**src/rtl/countdown_sequencer.sv**
```systemverilog
// Sequencer that drives a 4-bit loadable down-counter: loads a start value,
// paces decrements with a prescaler and reports completion on the zero flag.
module countdown_sequencer #(
  parameter int PRESCALE_W = 8
) (
  input  logic                  clk,
  input  logic                  rst,
  input  logic                  start_valid,
  output logic                  start_ready,
  input  logic [3:0]            start_value,
  input  logic [PRESCALE_W-1:0] tick_div,
  input  logic                  pause,
  input  logic                  abort,
  input  logic                  zero,
  output logic                  latch,
  output logic [3:0]            load_value,
  output logic                  dec,
  output logic                  busy,
  output logic                  done,
  output logic [3:0]            dec_count
);

  typedef enum logic [1:0] {
    S_IDLE,
    S_LOAD,
    S_RUN,
    S_DONE
  } state_t;

  localparam logic [PRESCALE_W-1:0] PRESC_ZERO = '0;
  localparam logic [PRESCALE_W-1:0] PRESC_ONE  = PRESCALE_W'(1);

  state_t                  state_q, state_d;
  logic [PRESCALE_W-1:0]   presc_q, presc_d;
  logic [PRESCALE_W-1:0]   div_q, div_d;
  logic [3:0]              val_q, val_d;
  logic [3:0]              dec_count_q, dec_count_d;

  always_ff @(posedge clk) begin
    if (rst) begin
      state_q     <= S_IDLE;
      presc_q     <= PRESC_ZERO;
      div_q       <= PRESC_ZERO;
      val_q       <= 4'd0;
      dec_count_q <= 4'd0;
    end else begin
      state_q     <= state_d;
      presc_q     <= presc_d;
      div_q       <= div_d;
      val_q       <= val_d;
      dec_count_q <= dec_count_d;
    end
  end

  // In RUN, abort beats pause, pause beats zero, and zero beats a prescaler tick.
  always_comb begin
    state_d     = state_q;
    presc_d     = presc_q;
    div_d       = div_q;
    val_d       = val_q;
    dec_count_d = dec_count_q;
    start_ready = 1'b0;
    busy        = 1'b1;
    latch       = 1'b0;
    dec         = 1'b0;
    done        = 1'b0;

    case (state_q)
      S_IDLE: begin
        start_ready = 1'b1;
        busy        = 1'b0;
        if (start_valid) begin
          val_d       = start_value;
          div_d       = tick_div;
          dec_count_d = 4'd0;
          state_d     = S_LOAD;
        end
      end

      // zero is stale until the counter has taken the load, so it is not looked at here
      S_LOAD: begin
        if (abort) begin
          state_d = S_IDLE;
        end else begin
          latch   = 1'b1;
          presc_d = PRESC_ZERO;
          state_d = S_RUN;
        end
      end

      S_RUN: begin
        if (abort) begin
          state_d = S_IDLE;
        end else if (pause) begin
          state_d = S_RUN;
        end else if (zero) begin
          state_d = S_DONE;
        end else if (presc_q == div_q) begin
          dec     = 1'b1;
          presc_d = PRESC_ZERO;
          if (dec_count_q != 4'hF) begin
            dec_count_d = dec_count_q + 4'd1;
          end
        end else begin
          presc_d = presc_q + PRESC_ONE;
        end
      end

      S_DONE: begin
        done    = 1'b1;
        state_d = S_IDLE;
      end

      default: begin
        state_d = S_IDLE;
      end
    endcase
  end

  assign load_value = val_q;
  assign dec_count  = dec_count_q;

endmodule

```
**config.mk**
```make
export PLATFORM = sky130hd
export DESIGN_NAME = countdown_sequencer
export DESIGN_NICKNAME = d
export VERILOG_FILES = /design/src/rtl/countdown_sequencer.sv
export SDC_FILE = /design/constraint.sdc
export NUM_CORES = 1
export LEC_CHECK = 0
export CAP_MARGIN = 20
export CELL_PAD_IN_SITES_DETAIL_PLACEMENT = 1
export CELL_PAD_IN_SITES_GLOBAL_PLACEMENT = 2
export CORE_MARGIN = 5
export CORE_UTILIZATION = 30
export CTS_CLUSTER_DIAMETER = 150
export CTS_CLUSTER_SIZE = 20
export DETAILED_ROUTE_END_ITERATION = 6
export GPL_ROUTABILITY_DRIVEN = 0
export PLACE_DENSITY = 0.91
export SLEW_MARGIN = 20
export SYNTH_ARGS = -nofsm -noshare
export SYNTH_HDL_FRONTEND = slang
export SYNTH_SLANG_ARGS = --single-unit
```
**constraint.sdc**
```tcl
create_clock -name clk -period 3.75 [get_ports clk]
set_input_delay 0.75 -clock clk [delete_from_list [all_inputs] [get_ports clk]]
set_output_delay 0.75 -clock clk [all_outputs]
set_load 0.02 [all_outputs]
```
==> metrics.txt <==
global-route wire length before repair=between 6 and 7 mm; setup bufs post-CTS=0; placed cell area=between 1500 and 2000 sq um; Worst-path clk slew=0.09 ns; Max IR drop VDD=approximately 0.00015 V; Post-Syn Nets=~190; CTS root buffer=clkbuf_8; multi-input logic area=about 770 sq um; grt total ovfl=0; drt initial violations=58; CTS tree=done; Die Span X=77.0 um; EDFF count, synth=0; Die Y=about 77 um; starting density of the core=between 30 and 40%; final worst-path cycle share=~86%; Max Fclk=312 MHz; R2R Path Start=presc_q[4]$_SDFFE_PP0P_; First-pass DRT Iterations=4; synthesized area=1350 sq um; Crit Path Category=flip-flop to output pin; max_cap viols=0; Max transition margin=55.6%; Period minus WS final=around 3.2 ns; Cell variety after synth=39; syn avg cell area=8.16 sq um; initial antenna violation count=0; Yosys warning count=0; Sink Count=26; dpl hpwl=slightly below 3 mm; Final Util=roughly two fifths; setup violators final=0; TNS Setup=0 ns; pwr dens=between 300 and 400 nW/um^2; Worst-Margin Slew=0.660 ns; Worst Setup SP=presc_q[3]$_SDFFE_PP0P_; Async SR Flop Fraction=0%; post-DR vias/cell=roughly 5.5; Post-Route WL=roughly 3.8 mm; Layout Skew=roughly 0.0047 ns; Top Ports=31; Critical R2R Capture=presc_q[5]$_SDFFE_PP0P_; Core ar.=4350 sq um; commonest non-fill, non-tap cells in the layout=32 x nand2_1, 30 x clkdlybuf4s50_1, 26 x dfxtp_1, 19 x a21oi_1, 11 x xnor2_1; Resized cells post-CTS=0; Clock Tree Buf Depth=2; per-cell routed wire length=15.7 um; R2R depth=4; share of cells above drive strength 1=under 10%; H-Tree Depth=1; crit start category=flip-flop; n_diodes=0; CTS Hold Bufs=0; #FFs+latches synth=26; num rows=24; worst setup path endpoint=dec; IO buf count=30; sequential element share of the synthesized area=between 30% and 40%; status=complete, no violations; unrepaired setup endpoints after global routing=no; DRC violations left=0; pin count of the biggest net entering global routing=15; Vias=between 1000 and 1500; Worst EP required=3.00 ns; area delta synth->final=29.6%; Worst EP arrival=about 2.5 ns; Final nets=between 200 and 250; vias in the first global route=1375; Routed Antenna Nets=0; CP endpoint kind=output pin; P_leak=approximately 0.0006 uW; fin. max-slew vios=0; GR Util All Layers=13.3%; hold crit path type=flip-flop to flip-flop; fillers=520; later-pin clock latency in the skew report=~0.28 ns; Top FF cell, synth=dfxtp_1; Mapped Cells=roughly 170; Seq. cell area=roughly 520 sq um; Crit Path Max Fanout=14; FF-to-FF setup slack=between 1 and 1.5 ns; Final Cell Area=1740 sq um; TritonCTS Buffers=3; commonest non-fill, non-tap cell in the layout=nand2_1; Final Hold Vio Count=0; Die ar.=around 6000 sq um
==> synth_stat cells (2+ instances only) <==
master	instances	area, sq um
nor2b_1	3	18.8
nand2b_1	2	12.5
nand2_1	32	120
ha_1	2	25.0
a211oi_1	2	15.0
nand4_1	4	25.0
nor3b_1	3	22.5
dfxtp_1	26	521
a31oi_1	2	12.5
nand3_1	6	30.0
nor2_1	8	30.0
o211ai_1	3	22.5
o2111ai_1	5	43.8
clkbuf_1	9	33.8
o21ai_0	2	10.0
xnor2_1	11	96.3
a21oi_1	19	95.1
inv_1	4	15.0
a2111oi_1	2	20.0
==> cell type report <==
class | instances | area share [%]
multi-input cells | 125 | 43.9
flip-flops and latches | 26 | 29.8
repair buffers | 33 | 18.5
well taps | 52 | 3.73
clock buffers | 4 | 3.16
inverters | 4 | 0.861
==> metal layers <==
| layer | part of all wire, % | track usage [%] | vias up |
|---|---|---|---|
| met5 | 0 | 0 | - |
| met4 | 1.1 | 4.12 | 0 |
| met3 | 5.7 | 4.10 | 5 |
| met2 | 51 | 23.3 | 30 |
| met1 | 42 | 15.3 | 648 |
| li1 | - | - | 648 |
==> worst max-delay path, stage by stage (launching register included) <==
cell	delay (ns)
dfxtp_1	0.50
xnor2_1	0.16
nand4_1	0.53
nor3_1	0.34
clkdlybuf4s50_1	0.64
==> cell families (layout without fill, tap and decap cells) <==
kind of cell             Yosys count  count (layout)  synth area share (%)
flip-flops                        26              26                  38.7
XOR/XNOR                          11              11                  7.16
AND/OR/NAND/NOR                   68              68                  25.6
adder cells (fa/ha/maj)            2               2                  1.86
AO/OA/AOI/OAI                     44              44                  22.3
buffers and inverters             14              41                  4.46
==> state kept, by name, summed over array words and instances, names as in the netlist <==
register    cells
presc_q         8
load_value      4
div_q           8
state_q         2
dec_count       4
==> report_power, final <==
group          switching (uW)  total [uW]  internal, uW
logic                    58.1         102          44.1
clock network            92.9         187          94.1
registers                8.42         295           286
total                     159         584           425
==> how the worst min path moves through the flow <==
stage	slack (ns)	from	cells past startpoint	to
floorplan	0.45	div_q[3]$_SDFFE_PP0P_	2	div_q[3]$_SDFFE_PP0P_
global placement	0.44	load_value[0]$_SDFFE_PP0P_	2	load_value[0]$_SDFFE_PP0P_
detailed placement	0.46	load_value[0]$_SDFFE_PP0P_	2	load_value[0]$_SDFFE_PP0P_
CTS	0.48	load_value[0]$_SDFFE_PP0P_	2	load_value[0]$_SDFFE_PP0P_
global route	0.49	load_value[0]$_SDFFE_PP0P_	2	load_value[0]$_SDFFE_PP0P_
finish	0.47	load_value[3]$_SDFFE_PP0P_	2	load_value[3]$_SDFFE_PP0P_
==> per-stage QoR <==
step	std cells	total power, uW	hold slack [ns]	setup WS (ns)
2_1_floorplan	165	357	0.449	1.33
3_3_place_gp	240	399	0.443	0.628
3_5_place_dp	240	404	0.461	0.574
4_1_cts	244	595	0.478	0.555
5_1_grt	244	614	0.495	0.397
6_report	244	584	0.471	0.543
Power figures use the tool's default switching activity.
